==> config.mk <==
export PLATFORM = sky130hd
export DESIGN_NAME = prog_sequencer
export DESIGN_NICKNAME = d
export VERILOG_FILES = /design/src/rtl/prog_seq_pkg.sv /design/src/rtl/prog_sequencer_lut.sv /design/src/rtl/prog_sequencer.sv
export SDC_FILE = /design/constraint.sdc
export NUM_CORES = 1
export LEC_CHECK = 0
export CORE_UTILIZATION = 48
export DETAILED_ROUTE_END_ITERATION = 16
export GPL_TIMING_DRIVEN = 0
export PLACE_DENSITY = 0.84
export SYNTH_ARGS = -nofsm -noshare
export SYNTH_HDL_FRONTEND = slang
export SYNTH_HIERARCHICAL = 1
export SYNTH_SLANG_ARGS = --single-unit
==> constraint.sdc <==
create_clock -name Clk -period 2.5 [get_ports Clk]
set_clock_uncertainty 0.05 [all_clocks]
set_input_delay 0.75 -clock Clk [delete_from_list [all_inputs] [get_ports Clk]]
set_output_delay 0.75 -clock Clk [all_outputs]
set_load 0.01 [all_outputs]
==> src/rtl/prog_seq_pkg.sv <==
// Shared constants, LUT index type and sequencer state encoding for the
// program sequencer slice.
package prog_seq_pkg;

    localparam int LUT_DEPTH = 8;
    localparam int PC_W      = 10;
    localparam int REG_W     = 8;
    localparam int CYC_W     = 16;
    localparam int LUT_IDX_W = $clog2(LUT_DEPTH);

    typedef logic [LUT_IDX_W-1:0] lut_idx_t;

    typedef enum logic [1:0] {
        IDLE = 2'd0,
        INIT = 2'd1,
        RUN  = 2'd2,
        DONE = 2'd3
    } seq_state_t;

endpackage

==> src/rtl/prog_sequencer_lut.sv <==
// Programmable branch-offset table: one write port, one asynchronous read port,
// and a synchronous clear of every entry on reset.
module branch_lut #(
    parameter int DEPTH = 8,
    parameter int W     = 10,
    parameter int IDX_W = $clog2(DEPTH)
) (
    input  logic             clk_i,
    input  logic             reset_i,
    input  logic             we_i,
    input  logic [IDX_W-1:0] waddr_i,
    input  logic [W-1:0]     wdata_i,
    input  logic [IDX_W-1:0] raddr_i,
    output logic [W-1:0]     rdata_o
);

    logic [W-1:0] lut_q [DEPTH];

    always_ff @(posedge clk_i) begin
        if (reset_i) begin
            for (int i = 0; i < DEPTH; i++) begin
                lut_q[i] <= '0;
            end
        end else if (we_i) begin
            lut_q[waddr_i] <= wdata_i;
        end
    end

    // Read is combinational, so a same-cycle write is only visible next cycle.
    assign rdata_o = lut_q[raddr_i];

endmodule

==> src/rtl/prog_sequencer.sv <==
// Control side of the program counter: Start/Done handshake, PC control strobes,
// bnzr/bnzl branch resolution and the run-cycle counter.
module prog_sequencer
    import prog_seq_pkg::*;
#(
    parameter int LUT_DEPTH = prog_seq_pkg::LUT_DEPTH,
    parameter int PC_W      = prog_seq_pkg::PC_W,
    parameter int REG_W     = prog_seq_pkg::REG_W,
    parameter int CYC_W     = prog_seq_pkg::CYC_W
) (
    input  logic                         Clk,
    input  logic                         Reset,
    input  logic                         Start,
    output logic                         Done,
    input  logic                         IsBnzr,
    input  logic                         IsBnzl,
    input  logic                         IsHalt,
    input  logic [$clog2(LUT_DEPTH)-1:0] LutIdx,
    input  logic [REG_W-1:0]             TestVal,
    input  logic [REG_W-1:0]             OffReg,
    input  logic                         LutWe,
    input  logic [$clog2(LUT_DEPTH)-1:0] LutWaddr,
    input  logic [PC_W-1:0]              LutWdata,
    output logic                         PcReset,
    output logic                         PcEn,
    output logic                         BranchEn,
    output logic                         Source,
    output logic [PC_W-1:0]              LUTout,
    output logic [REG_W-1:0]             RegOut,
    output logic [CYC_W-1:0]             CycleCnt
);

    seq_state_t       state_q, state_d;
    logic [CYC_W-1:0] cycleCnt_q, cycleCnt_d;
    logic             runActive;
    logic             taken;
    logic             bnzrTaken;
    logic             bnzlTaken;
    logic             lutWriteOk;

    always_comb begin
        state_d = state_q;
        unique case (state_q)
            IDLE:    if (Start)  state_d = INIT;
            INIT:                state_d = RUN;
            RUN:     if (IsHalt) state_d = DONE;
            DONE:    if (Start)  state_d = INIT;
            default:             state_d = IDLE;
        endcase
    end

    always_comb begin
        cycleCnt_d = cycleCnt_q;
        if (state_q == INIT) begin
            cycleCnt_d = '0;
        end else if (state_q == RUN && cycleCnt_q != {CYC_W{1'b1}}) begin
            cycleCnt_d = cycleCnt_q + CYC_W'(1);
        end
    end

    always_ff @(posedge Clk) begin
        if (Reset) begin
            state_q    <= IDLE;
            cycleCnt_q <= '0;
        end else begin
            state_q    <= state_d;
            cycleCnt_q <= cycleCnt_d;
        end
    end

    // Halt outranks any branch decode, and bnzr outranks bnzl when both are set.
    assign runActive = (state_q == RUN) && !IsHalt;
    assign taken     = (TestVal != '0);
    assign bnzrTaken = runActive && IsBnzr && taken;
    assign bnzlTaken = runActive && !IsBnzr && IsBnzl && taken;

    assign PcReset  = (state_q == INIT);
    assign PcEn     = runActive;
    assign BranchEn = bnzrTaken || bnzlTaken;
    assign Source   = bnzrTaken;
    assign RegOut   = OffReg;
    assign Done     = (state_q == DONE);
    assign CycleCnt = cycleCnt_q;

    assign lutWriteOk = LutWe && (state_q == IDLE || state_q == DONE);

    branch_lut #(
        .DEPTH (LUT_DEPTH),
        .W     (PC_W)
    ) uBranchLut (
        .clk_i   (Clk),
        .reset_i (Reset),
        .we_i    (lutWriteOk),
        .waddr_i (LutWaddr),
        .wdata_i (LutWdata),
        .raddr_i (LutIdx),
        .rdata_o (LUTout)
    );

endmodule
# Word level (Yosys, flattened, before mapping)
# Memory sizes are Yosys's and may differ from the RTL's.
# Cells that the tools add are included.
# totals
register_bits	18
mem_bits_rw	80
inputBits	39
output_inout_bits	39
word_cells	39
n_memories	1
# op_classes
n_addsub	1
n_eq_ne	6
muxes	11
reduce_logical	18
# memory_table
name	words	width	read_ports	rd_clocked_by_memory_dff	write_ports	line_no	rtl
uBranchLut.lut_q	8	10	1	0	8	prog_sequencer_lut.sv:17	logic [W-1:0] lut_q [DEPTH];
# ops
op	n
$add 16x1->16 const B	1
$ne 16x16->1 const B	1
$mux 10	1
$reduce_or 10->1	1
$logic_and 1x1->1	8
$reduce_bool 8->1	1
$mux 1	6
$pmux 2 s3	1
$eq 2x2->1 const B	2
$mux 2	2
$reduce_or 2->1	2
$mux 3	1
$eq 2x1->1 const B	1
$logic_not 1->1	2
$logic_not 2->1	1
$logic_or 1x1->1	2
$ne 2x1->1 const B	1
$ne 2x2->1 const B	1
$reduce_and 2->1	1

# Longest topological paths before layout
# Gate-level depths: netlist (run 1).
# logic_depth
word_depth	8
mapped_depth	7
depth_no_buf	7

# Cells and area by module
# Netlist (run 1), hierarchy kept.
# modules_own_cells
mod	instances	cells_each	area_each_um2	seq_area_each_um2
branch_lut	1	236	3706.1	2402.3
prog_sequencer	1	125	1032.2	360.3

# Worst setup path before layout (run 1)
# OpenSTA, ideal clock, no wires.
# synth_timing
path_type	input -> output
start	input LutIdx[0]
end	output LUTout[0]
arrival_time_ns	1.701
required_ns	1.700
path_slack_ns	-0.001
path_stages	3
path_buffers	1
path_cell_list	buf_6 -> mux4_1 -> mux2_2
# synth_via
elab_chain_cells	1
# synth_rtl
element	line_no	rtl
start, declared	prog_sequencer.sv:18	input logic [$clog2(LUT_DEPTH)-1:0] LutIdx,
$mem_v2 8x10	n/a	
end, declared	prog_sequencer.sv:28	output logic [PC_W-1:0] LUTout,
# No other way between the ends.

# Worst setup path after layout (run 1)
# layout_timing
start	input LutIdx[0]
end	output LUTout[9]
# Same word-level chain as after synthesis.

==> results of run 1 <==
-- kinds of logic after synthesis --
kind of cell | count (synthesis) | share of synthesized area, %
AND/OR/NAND/NOR | 142 | 16.19
adder cells (fa/ha/maj) | 5 | 1.320
AO/OA/AOI/OAI | 36 | 4.780
XOR/XNOR | 1 | 0.1849
multiplexers | 32 | 13.89
flip-flops | 98 | 58.30
buffers and inverters | 47 | 5.334
-- registers in the layout, indices dropped and copies added, names as in the netlist --
| register | flops |
|---|---|
| CycleCnt | 16 |
| state_q | 2 |
| uBranchLut/lut_q | 80 |
-- worst paths after layout --
path              cells past startpoint  slack [ns]                      to    startpoint
hold reg to reg                       2        0.48            CycleCnt[10]  CycleCnt[10]
setup / recovery                      5       -0.15               LUTout[9]     LutIdx[0]
hold / removal                        2        0.48            CycleCnt[10]  CycleCnt[10]
setup reg to reg                      7        0.08  uBranchLut/lut_q[0][2]    state_q[0]
-- per-layer routing --
layer  vias to the layer above  wire (µm)  track usage [%]
li1                       1573          -                -
met1                      1709       4408            28.93
met2                       212       6135            42.75
met3                        26       1080            4.693
met4                         0        250            7.915
met5                         -          0                0
-- tightest hold or removal path, delay by kind of cell (launching register included) --
family | cells | cell delay [ns]
DFF | 1 | 0.36
and+or+nand+nor | 1 | 0.07
muxes | 1 | 0.05
-- report_power, final --
group          internal [µW]  leakage (µW)  switching (µW)  total, µW
clock                    378     0.0000872             588        966
sequential              1860      0.000973            51.9       1920
combinational            372       0.00102             410        782
-- area by class of cell --
class | instances | area, µm²
Fill cell | 726 | 3378
Sequential cell | 98 | 2763
Multi-Input combinational cell | 216 | 1802
Timing Repair Buffer | 80 | 848.3
Buffer | 33 | 227.7
Tap cell | 129 | 161.4
Clock buffer | 9 | 123.9
Clock inverter | 7 | 58.81
Inverter | 14 | 52.55
-- layout by cell type, fill, tap and decap left out, types with 4 or more instances in the layout --
master                            count
sky130_fd_sc_hd__nand2_1              7
sky130_fd_sc_hd__nor3_1              84
sky130_fd_sc_hd__buf_4               16
sky130_fd_sc_hd__ha_1                 4
sky130_fd_sc_hd__inv_1                4
sky130_fd_sc_hd__edfxtp_1            80
sky130_fd_sc_hd__buf_6               15
sky130_fd_sc_hd__nor2_1               9
sky130_fd_sc_hd__clkdlybuf4s50_1     43
sky130_fd_sc_hd__mux4_2              20
sky130_fd_sc_hd__o21ai_0              5
sky130_fd_sc_hd__inv_6                4
sky130_fd_sc_hd__buf_2                4
sky130_fd_sc_hd__buf_12               5
sky130_fd_sc_hd__dlygate4sd2_1        7
sky130_fd_sc_hd__clkbuf_1            14
sky130_fd_sc_hd__clkinv_1            10
sky130_fd_sc_hd__clkbuf_8             9
sky130_fd_sc_hd__o21bai_4             8
sky130_fd_sc_hd__nand3_1              5
sky130_fd_sc_hd__dfxtp_1             18
sky130_fd_sc_hd__nand4_1              6
sky130_fd_sc_hd__a21oi_1             11
sky130_fd_sc_hd__mux2_4              10
-- metrics by stage --
step	instances	util, %	hold slack, ns
final	586	64.12	0.4760
after global routing	586	64.12	0.5246
after CTS	584	63.71	0.4782
after detailed placement	556	59.46	0.4601
after global placement	556	59.46	0.4471
after floorplan	361	-	0.4604
-- timing repair --
action / in CTS / in global routing
setup buffers: 10 / 2
cloned: 2 / 0
endpoints found under the setup margin: 93 / 27
pin swaps: 7 / 6
resized for setup: 119 / 5
==> flow_summary.yaml, run 1 <==
synthesis:
  postSynth.asyncResetShare_pct: 0
  synth_top_cells_by_count: "sky130_fd_sc_hd__nor3_1 (84), sky130_fd_sc_hd__edfxtp_1 (80), sky130_fd_sc_hd__mux4_1 (20)"
  synth_cells: 361
  yosys.cell_types.count: 45
  synth_largest_type_area_fraction_pct: 50.70
  avgSynthCellArea_um2: 13.13
  sequential_to_total_area_share_from_yosys_stat_pct: 58.30
  flop_and_latch_count_out_of_synthesis: 98
  synth-main-ff-cell: "sky130_fd_sc_hd__edfxtp_1"
  yosysMostFrequentCell: "sky130_fd_sc_hd__nor3_1"
  number_of_warnings_printed_during_yosys_synthesis: 6
  mappedNetlistArea_mm2: 0.004738
  post-synth-top-area-cell: "sky130_fd_sc_hd__edfxtp_1"
  synth_enable_flop_cells: 80
  synth_fp_nets: 405
  ys_top_cells_by_area: "sky130_fd_sc_hd__edfxtp_1 (51%), sky130_fd_sc_hd__mux4_1 (11%), sky130_fd_sc_hd__nor3_1 (8.9%)"
clock_network:
  cts.htree.levels: 3
  cts_tree: "built"
  holdBufCountCts: 0
  worst_skew_pair_latency_ns: 0.36
  clk_pin_slew_ns: 0.10
  cts.path.max_buffers: 2
  clock_tree.root_cell: "sky130_fd_sc_hd__clkbuf_8"
  cts_sinks: 98
  numCtsBuffers: 9
grt:
  grt_antenna_before_repair: 0
  grt_max_degree: 19
  residual_overflow_from_global_routing: 0
  grt_pass1_vias: 3566
  grt_first_pass_wirelength_um: 18170
  grtUsageTotal_pct: 23.87
sta:
  fin_crit_ns: 2.652
  relSlewSlack_pct: 42.30
  clock.fmax_mhz: 377.1
  postLayoutSetupSlackWorst_ns: -0.1516
  period_share_pct: 106.1
  final-hold-violation-count: 0
  final-max-slew-violation-count: 0
  fin_tns_setup_ns: -1.075
  setup_viol: 10
  worst_slew_pin_slew_ns: 0.8543
  unrepaired_setup_endpoints_after_global_routing: "true"
critical_path:
  critPathKind: "in -> out"
  crit_required_ns: 1.70
  path_common_cell: "sky130_fd_sc_hd__buf_12"
  crit_path_cell_trace: "buf_12 -> buf_12 -> mux4_2 -> mux2_4 -> buf_6"
  worst_setup_path_end_kind: "output port"
  path_buf_inv: 3
  critPathSlowestCell: "sky130_fd_sc_hd__mux4_2"
  critical_path_peak_fanout: 5
  timing.critical_path.arrival_ns: 1.85
  cpLargestDelayFamily: "multiplexers"
  slowest_delay_ns: 0.48
  timing.critical_path.from_type: "primary input"
power:
  leakage_uw: 0.002078
  report.power.total_uw: 3663
  ir_drop_mv: 0.3663
  power_per_cell_area_mw_per_mm2: 606.8
run:
  timing.max_cap.violations: 0
route:
  detail_route.iter0.violations: 317
  antenna_left: 0
  num_vias: 3520
  detail_route.drc_violations: 0
  routed_wl_um: 11880
  drt-wirelength-per-cell_um: 20.26
  route.detailed.vias_per_inst: 6.007
  drt-pass1-iter-count: 5
cells_and_area:
  antenna-diode-count: 0
  post_route_cells_drive_above_1_share_pct: 24.51
  area_growth_pct: 27.41
  final_design_area_no_fill_mm2: 0.006037
  nets: 496
floorplanning:
  std_cell_rows: 35
  die_width_um: 101.4
  die_height_um: 101.4
  core_area_mm2: 0.009415
  die-area_mm2: 0.01027
  io_pins: 78
  initial_core_util_pct: 50.33
min_path:
  min-delay-path-class: "reg -> reg"
placed_design:
  post_dp_cell_area_mm2: 0.005598
  gp_routability_congestion: 0.8677
  place_hpwl_um: 7743
  buffer_ports.inserted: 66
  pre_cts_ws_ns: -1.058
status:
  violations_in_the_final_reports: "negative setup slack"
  run_status: "finished, violations left"
Power figures use the tool's default switching activity.
==> run 2, diff against run 1 <==
--- a/config.mk
+++ b/config.mk
@@ -5,6 +5,7 @@
 export SDC_FILE = /design/constraint.sdc
 export NUM_CORES = 1
 export LEC_CHECK = 0
+export CAP_MARGIN = 0
 export CORE_UTILIZATION = 48
 export DETAILED_ROUTE_END_ITERATION = 16
 export GPL_TIMING_DRIVEN = 0
==> results of run 2 <==
Same layout as run 1: the final DEF is identical, and so are final timing and power.
==> edit: new RTL, config.mk and constraints of run 2 <==
The package constant `CYC_W` goes from 16 to 18.
--- a/src/rtl/prog_seq_pkg.sv
+++ b/src/rtl/prog_seq_pkg.sv
@@ -7,3 +7,3 @@
     localparam int REG_W     = 8;
-    localparam int CYC_W     = 16;
+    localparam int CYC_W     = 18;
     localparam int LUT_IDX_W = $clog2(LUT_DEPTH);
Ports: changed (resized CycleCnt); port bits go from 78 to 80. No check against the original RTL was run, so the function may have changed too.
==> edit against run 2 <==
The flow still finishes with violations (setup timing). Utilization shrank 0.66 points. Wire length grew 4.4%. Power grew 4.9%. Die area grew 4.5%. Setup slack gained 0.040 ns. Hold slack gained 0.033 ns. Sequential power grew 2%. Design area grew 4.2%. Area after synthesis grew 4.6%. Synthesized cell count grew 7.2%. Global-route usage shrank 0.34 points. Sequential cell count grew 2.
==> edit: results (changes against run 2) <==
status finished with violations; failing checks setup timing; WHS Endpoint CycleCnt[9]$_SDFFE_PP0P_; hold path cells 1 (-1); worst r2r path cells 8 (+1); gr usage total 23.53% (-0.34 points); met2 WL 6.126 mm (-0.15%); wire per inst 20.20 um (-0.33%); mean post-synth cell area 12.81 um2 (-2.4%); Worst EP arrival 1.81 ns (-0.04 ns); Setup WS post-layout -0.1116 ns (+0.04004 ns); dpl cells 588 (+5.8%); worst r2r dst uBranchLut/lut_q[1][6]$_SDFFCE_PN0P_; DRT iter0 DRCs 399 (+26%); routed wl met3 1.127 mm (+4.4%); synth top area cells edfxtp_1, mux4_1, nor3_1; Final nets 520 (+4.8%); hold_ws 0.5089 ns (+0.03293 ns); routability-driven placement congestion ratio 0.9070 (+4.5%); vias in the first global route 3661 (+2.7%); Cell variety after synth 51 (+13%); slew margin rel. 51.99% (+9.7 points); Syn Nets 431 (+6.4%); Leak 0.002190 uW (+5.4%); Placed Instance Area 5841 um2 (+4.3%); proportion of layout cells with a drive suffix above 1 23.08% (-1.4 points); worst vdd ir 0.0003830 V (+4.5%); M1 WL 4.986 mm (+13%); Final Setup Violations 10 (unchanged); DP Wirelength 8.229 mm (+6.3%); Filler Cell Count 728 (+0.28%); crit path to LUTout[8]; Vias/cell 6.064 (+0.94%); IO Port Bufs 68 (+3.0%); Synth top cells by count nor3_1, edfxtp_1, dfxtp_1, mux4_1, clkbuf_1; Fmax achieved 382.9 MHz (+1.5%)
edit: cell count changes after synthesis, sizes merged, moves of 3 or more:
cell          run 2  this run
a21oi            12         8
nand2             7        14
a41oi             0         4
or4               5         0
nand3             6        10
nor3             84        87
buf              16        19
a31oi             3         6
edit: final cells by class:
cell class | instances | area share [%]
Inverter | 14 | 0.8357
Buffer | 35 | 3.820
Sequential cell | 100 | 44.57
Clock inverter | 7 | 1.313
Clock buffer | 9 | 1.970
Timing Repair Buffer | 78 | 13.39
Multi-Input combinational cell | 238 | 31.46
Tap cell | 133 | 2.646
edit: through the flow:
step                        TNS, ns  utilization, %  setup slack [ns]  total power, uW
final                       -0.6959           63.46           -0.1116             3842
after global routing        -0.8998           63.46           -0.1274             3997
after CTS                   -0.7717           62.30           -0.1215             3820
after global placement       -96.18           58.94            -1.002             2678
after detailed placement    -107.17           58.94            -1.093             2708
after floorplan           -0.007099               -        -0.0007099             2410
edit: per-layer routing:
layer	GRT usage, %	vias up
met1	31.65	1799
met4	7.246	0
met2	39.65	227
met3	3.272	13
li1	-	1684
met5	0	-
edit: cell families after synthesis:
logic type | after synthesis | share of synthesized area, %
AND/OR/NAND/NOR | 159 | 17.67
flip-flops | 100 | 56.55
adder cells (fa/ha/maj) | 5 | 1.262
AO/OA/AOI/OAI | 42 | 5.883
buffers and inverters | 49 | 5.352
multiplexers | 32 | 13.28
edit: power breakdown:
part	switching, uW	internal [uW]
clock network	592	478
registers	58.4	1900
logic	419	393
edit: timing repair:
item	in CTS	in global routing
cloned	2	0
gates resized for setup	119	12
setup endpoints to repair	93	84
pin swaps	4	8
setup buffers	2	6
edit: worst max-delay path: stages:
cell	delay (ns)
buf_12	0.10
mux4_2	0.54
mux2_4	0.29
buf_6	0.12
